File: config.mk
export PLATFORM = sky130hd
export DESIGN_NAME = dmem_responder
export DESIGN_NICKNAME = d
export VERILOG_FILES = /design/src/rtl/dmem_responder.sv
export SDC_FILE = /design/constraint.sdc
export NUM_CORES = 2
export LEC_CHECK = 0
export ABC_CLOCK_PERIOD_IN_PS = 5650
export BUFFER_PORTS_ARGS = -buffer_cell sky130_fd_sc_hd__buf_2
export CORE_MARGIN = 4
export CORE_UTILIZATION = 47
export DETAILED_ROUTE_END_ITERATION = 16
export PLACE_DENSITY_LB_ADDON = 0.15
export SLEW_MARGIN = 40
export SYNTH_ARGS = -nofsm -noshare
export SYNTH_HDL_FRONTEND = slang
export SYNTH_SLANG_ARGS = --single-unit
File: constraint.sdc
create_clock -name Clk -period 5.65 [get_ports Clk]
set_clock_uncertainty 0.1 [all_clocks]
set_input_delay 0.8475 -clock Clk [delete_from_list [all_inputs] [get_ports Clk]]
set_output_delay 0.8475 -clock Clk [all_outputs]
set_load 0.02 [all_outputs]
File: src/rtl/dmem_responder.sv
// Word-addressed data-memory slave with WAIT wait states and valid/ready request/response channels.
// Optional DMEM_ADDR_CHECK_EN flags addresses >= DEPTH as errors; otherwise addresses wrap modulo DEPTH.
module dmem_responder #(
  parameter int ADDR_W = 16,
  parameter int DATA_W = 16,
  parameter int DEPTH  = 256,
  parameter int WAIT   = 2
) (
  input  logic              Clk,
  input  logic              Rst,
  input  logic              req_valid,
  output logic              req_ready,
  input  logic              req_we,
  input  logic [ADDR_W-1:0] req_addr,
  input  logic [DATA_W-1:0] req_wdata,
  output logic              rsp_valid,
  input  logic              rsp_ready,
  output logic [DATA_W-1:0] rsp_rdata,
  output logic              rsp_err
);

  localparam int         IDX_W   = (DEPTH > 1) ? $clog2(DEPTH) : 1;
  localparam logic [3:0] WAIT_LD = (WAIT > 0) ? 4'(WAIT - 1) : 4'd0;

  typedef enum logic [1:0] {S_IDLE, S_WAIT, S_RESP} state_e;

  state_e              state_q, state_d;
  logic [3:0]          cnt_q, cnt_d;
  logic                we_q, we_d;
  logic [ADDR_W-1:0]   addr_q, addr_d;
  logic [DATA_W-1:0]   wdata_q, wdata_d;
  logic [DATA_W-1:0]   rdata_q, rdata_d;
  logic                err_q, err_d;

  logic [DATA_W-1:0]   mem [DEPTH];

  logic                accept, commit, in_range, mem_we;
  logic                c_we;
  logic [ADDR_W-1:0]   c_addr;
  logic [DATA_W-1:0]   c_wdata, mem_rd, cap_rdata;
  logic [IDX_W-1:0]    idx;
  logic                cap_err;
  logic                addr_unused;

  assign req_ready = (state_q == S_IDLE);
  assign rsp_valid = (state_q == S_RESP);
  assign rsp_rdata = rdata_q;
  assign rsp_err   = err_q;

  // With WAIT=0 the commit happens on the accepting edge, so the live request is used.
  always_comb begin
    accept  = req_valid && (state_q == S_IDLE);
    commit  = (accept && (WAIT == 0)) || ((state_q == S_WAIT) && (cnt_q == 4'd0));
    c_we    = (state_q == S_IDLE) ? req_we    : we_q;
    c_addr  = (state_q == S_IDLE) ? req_addr  : addr_q;
    c_wdata = (state_q == S_IDLE) ? req_wdata : wdata_q;
    idx     = c_addr[IDX_W-1:0];
    addr_unused = ^c_addr;
`ifdef DMEM_ADDR_CHECK_EN
    in_range = ({1'b0, c_addr} < (ADDR_W+1)'(DEPTH));
    cap_err  = !in_range;
`else
    in_range = 1'b1;
    cap_err  = 1'b0;
`endif
    mem_rd    = mem[idx];
    cap_rdata = (!c_we && in_range) ? mem_rd : '0;
    // Rst gating keeps a commit from landing while reset is held.
    mem_we    = commit && c_we && in_range && Rst;
  end

  always_comb begin
    state_d = state_q;
    cnt_d   = cnt_q;
    we_d    = we_q;
    addr_d  = addr_q;
    wdata_d = wdata_q;
    rdata_d = rdata_q;
    err_d   = err_q;
    case (state_q)
      S_IDLE: begin
        if (accept) begin
          we_d    = req_we;
          addr_d  = req_addr;
          wdata_d = req_wdata;
          if (WAIT == 0) begin
            state_d = S_RESP;
            cnt_d   = 4'd0;
            rdata_d = cap_rdata;
            err_d   = cap_err;
          end else begin
            state_d = S_WAIT;
            cnt_d   = WAIT_LD;
          end
        end
      end
      S_WAIT: begin
        if (cnt_q == 4'd0) begin
          state_d = S_RESP;
          rdata_d = cap_rdata;
          err_d   = cap_err;
        end else begin
          cnt_d = cnt_q - 4'd1;
        end
      end
      S_RESP: begin
        if (rsp_ready) begin
          state_d = S_IDLE;
          rdata_d = '0;
          err_d   = 1'b0;
        end
      end
      default: begin
        state_d = S_IDLE;
        cnt_d   = 4'd0;
      end
    endcase
  end

  always_ff @(posedge Clk or negedge Rst) begin
    if (!Rst) begin
      state_q <= S_IDLE;
      cnt_q   <= 4'd0;
      we_q    <= 1'b0;
      addr_q  <= '0;
      wdata_q <= '0;
      rdata_q <= '0;
      err_q   <= 1'b0;
    end else begin
      state_q <= state_d;
      cnt_q   <= cnt_d;
      we_q    <= we_d;
      addr_q  <= addr_d;
      wdata_q <= wdata_d;
      rdata_q <= rdata_d;
      err_q   <= err_d;
    end
  end

  // Array is deliberately left without reset.
  always_ff @(posedge Clk) begin
    if (mem_we) mem[idx] <= c_wdata;
  end

endmodule
==> results by group <==
Status
  – Result of the run: finished clean

Logic synthesis
  – Cell taking the most area after synthesis: edfxtp_1
  – Post-synthesis register bit count: 4,143
  – Number of unique standard cell types used by synthesis: 44
  – Syn_area_per_cell: 17.3 um2
  – Portion of the post-synthesis area used by sequential elements: 82.4%
  – Biggest area contributors in the synthesized netlist: edfxtp_1, o22ai_1, o21ai_0, a41oi_1, buf_2
  – Net count after synthesis: 8,748
  – Synth warn: 0
  – Synthesized instance count: 8,710
  – Proportion of netlist area held by the largest area contributor: 81.7%
  – Synth Flop Type: edfxtp_1
  – Share of synthesized registers carrying an async set or reset: 1.13%
  – Area of the mapped netlist: 0.151 mm2
  – Number of flops mapped to enable cells by yosys: 4,096

Setup path
  – Start-to-end type of the worst setup path: flop to flop
  – Ordered cell list for the critical path: or2_4 > clkinv_2 > buf_4 > o21ai_4 > buf_12 > buf_4 > o21ai_0 > a41oi_1 > nor4_1 > buf_4 > o211ai_1 > o21ai_1
  – Required time of the worst setup path: 6.36 ns
  – Type of element capturing the critical path: flop
  – Worst Setup Start Kind: flop
  – Cell type of the slowest stage on the worst timing path: o211ai_1
  – Critical path data arrival time: 5.67 ns
  – Reg-to-reg setup timing slack: 0.70 ns
  – Critical path buffer and inverter count: 5
  – RR Startpoint: state_q[0]
  – Dominant cell type by count on the critical path: buf_4
  – Cell class contributing the biggest share of worst-path delay: compound AO/OA/AOI/OAI gates
  – Reg2Reg Depth: 12
  – Peak fanout along the critical path: 26
  – Largest stage delay on the critical path: 0.58 ns
  – End of the worst register-to-register path: rsp_rdata[7]

Floorplan
  – Area inside the core boundary: 0.319 mm2
  – Die extent in x: 574 um
  – Floorplan row count: 207
  – Die Area: 0.330 mm2
  – Die span in y: 574 um
  – Initial core utilization: 47.3%
  – Top-level I/O count: 56

Global routing
  – Number of antenna violations at the first check in global routing: 26
  – First-pass GRT wire length: 639,000 um
  – Tot GR Track Use: 26.7%
  – Largest net degree at the start of global routing: 191
  – Overflow left after global routing: 0
  – Vias in the first global route: 85,600

Final layout
  – Most common library cell in the layout ignoring fill and taps: edfxtp_1
  – Total of fill cells in the finished design: 24,800
  – Highest-count cells in the layout ignoring fill and taps: edfxtp_1, o22ai_1, o21ai_0
  – Post-route core utilization: 54.6%
  – Total number of nets in the final design: 9,234
  – Growth of design area from synthesis to finish: 15.4%
  – Total non-filler cell area in the finished layout: 0.174 mm2
  – Fraction of layout instances using a drive strength above 1: 14.8%

Timing
  – Final-report setup violation count: 0
  – Period utilization: 87.7%
  – Final count of hold timing violations: 0
  – Tightest slew margin relative to the limit: 38.8%
  – Final setup margin: 0.695 ns
  – Shortest clock period the worst path allows after layout: 4.95 ns
  – Fin Setup TNS: 0 ns
  – Slew at the pin closest to its max-slew limit: 0.906 ns
  – Setup repair after global routing missed its margin: false
  – F_max: 202 MHz
  – Final count of pins violating max slew: 0

CTS
  – H-tree depth reported by CTS: 5
  – Clock network latency to the later pin of the worst-skew pair: 0.96 ns
  – TritonCTS clock tree: yes
  – Clock sinks: 4,143
  – Number of buffers created by CTS: 421
  – Number of hold buffers added after CTS: 16
  – Setup bufs post-CTS: 0
  – Clk Tree Root Cell: clkbuf_16
  – Clock transition time at the flip-flop clock pins of the worst setup and hold paths: 0.06 ns
  – Gates resized, CTS repair: 0
  – Max Buffers Root-to-Sink: 4

Place
  – Worst setup slack after placement: 0.793 ns
  – Weighted congestion reported at the end of routability-driven placement: 0.832
  – Count of port buffers added during placement: 46
  – Post-Place Cell Area: 0.160 mm2
  – Half-perimeter wire length after detailed placement: 263,000 um

Drt
  – Final Routed Wirelength: 454,000 um
  – Via Count: 89,200
  – Antenna Violating Nets Remaining: 0
  – Routed wirelength normalized by instance count: 33.0 um
  – Post-detailed-route DRC marker count: 0
  – Number of search-and-repair iterations in the first detailed-routing pass: 6
  – Detailed-route vias per instance: 6.48
  – Initial detailed-routing violation count: 11,800

Pwr
  – Total power per unit cell area: 578 mW/mm2
  – P_leak: 0.0530 uW
  – Peak supply drop: 0.000472 V

Min path
  – Hold crit path type: input port to flop
  – Worst hold path endpoint: addr_q[1]
  – Cell count of the worst hold path: 2
  – Min-delay src: req_addr[1]

Job
  – Max cap viols: 0
-- flip-flops by register name (all words and copies together), names as in the netlist --
| signal | count |
|---|---|
| addr_q | 8 |
| cnt_q | 4 |
| mem | 4096 |
| rsp_rdata | 16 |
| state_q | 2 |
| wdata_q | 16 |
| we_q | 1 |
-- layout make-up --
cell class / instances / area [um2] / area share, %
Sequential cell: 4143 / 124000 / 71.4
Inverter: 9 / 35.0 / 0.0202
Clock inverter: 272 / 2790 / 1.60
Multi-Input combinational cell: 3917 / 23900 / 13.7
Antenna cell: 16 / 40.0 / 0.0230
Clock buffer: 514 / 11100 / 6.38
Timing Repair Buffer: 704 / 6570 / 3.78
Tap cell: 4180 / 5230 / 3.01
-- synthesized netlist by cell type, drive strengths merged (4+ instances only) --
cell type  instances
a21oi             69
a22oi            128
a41oi            242
buf              399
clkbuf           242
dfrtp             47
edfxtp          4096
inv                8
mux2              26
nand2            104
nand2b            11
nand3             13
nor2             268
nor3              10
nor4              50
o21a              11
o21ai            987
o22ai           1938
o31a               4
o31ai             10
o41ai             20
or4                5
-- stage by stage --
step           cells  hold WS, ns  total power, uW
6_report       13800       0.0761           100000
5_1_grt        13700       0.0518           104000
4_1_cts        13700      0.00453           100000
3_5_place_dp   12900        0.363            72700
3_3_place_gp   12900        0.374            72000
2_1_floorplan   8710        0.364            58200
-- logic make-up (layout without fill, tap and decap cells) --
family,after synthesis,in the layout,share of synthesized area [%]
AOI/OAI and AO/OA,3415,3415,13.9
muxes,26,26,0.194
other,1,17,0.00249
adders and majority gates,1,1,0.00831
buffers and inverters,650,1499,2.09
and+or+nand+nor,474,474,1.34
DFF,4143,4143,82.4
-- power by group --
group	internal [uW]	switching, uW	leakage [uW]
logic	8120	24000	0.00866
registers	40200	238	0.0375
clock network	16300	11600	0.00679
-- routing by layer --
layer,vias to the layer above,track usage (%),wire length [um]
li1,37600,-,-
met1,46400,38.2,184000
met2,4437,41.6,212000
met3,735,4.57,39400
met4,6,9.60,17700
met5,-,0,30
-- worst max path at each step --
| stage | from | end | slack [ns] | depth (start not counted) |
|---|---|---|---|---|
| finish | state_q[0] | rsp_rdata[7] | 0.70 | 12 |
| global route | state_q[0] | rsp_rdata[7] | 0.57 | 12 |
| CTS | state_q[0] | rsp_rdata[5] | 0.77 | 12 |
| floorplan | state_q[1] | mem[0][0] | 0.18 | 8 |
| global placement | req_addr[0] | rsp_rdata[5] | 0.83 | 12 |
| detailed placement | state_q[0] | rsp_rdata[5] | 0.79 | 12 |
No activity file was read; power rests on OpenSTA's default activity.
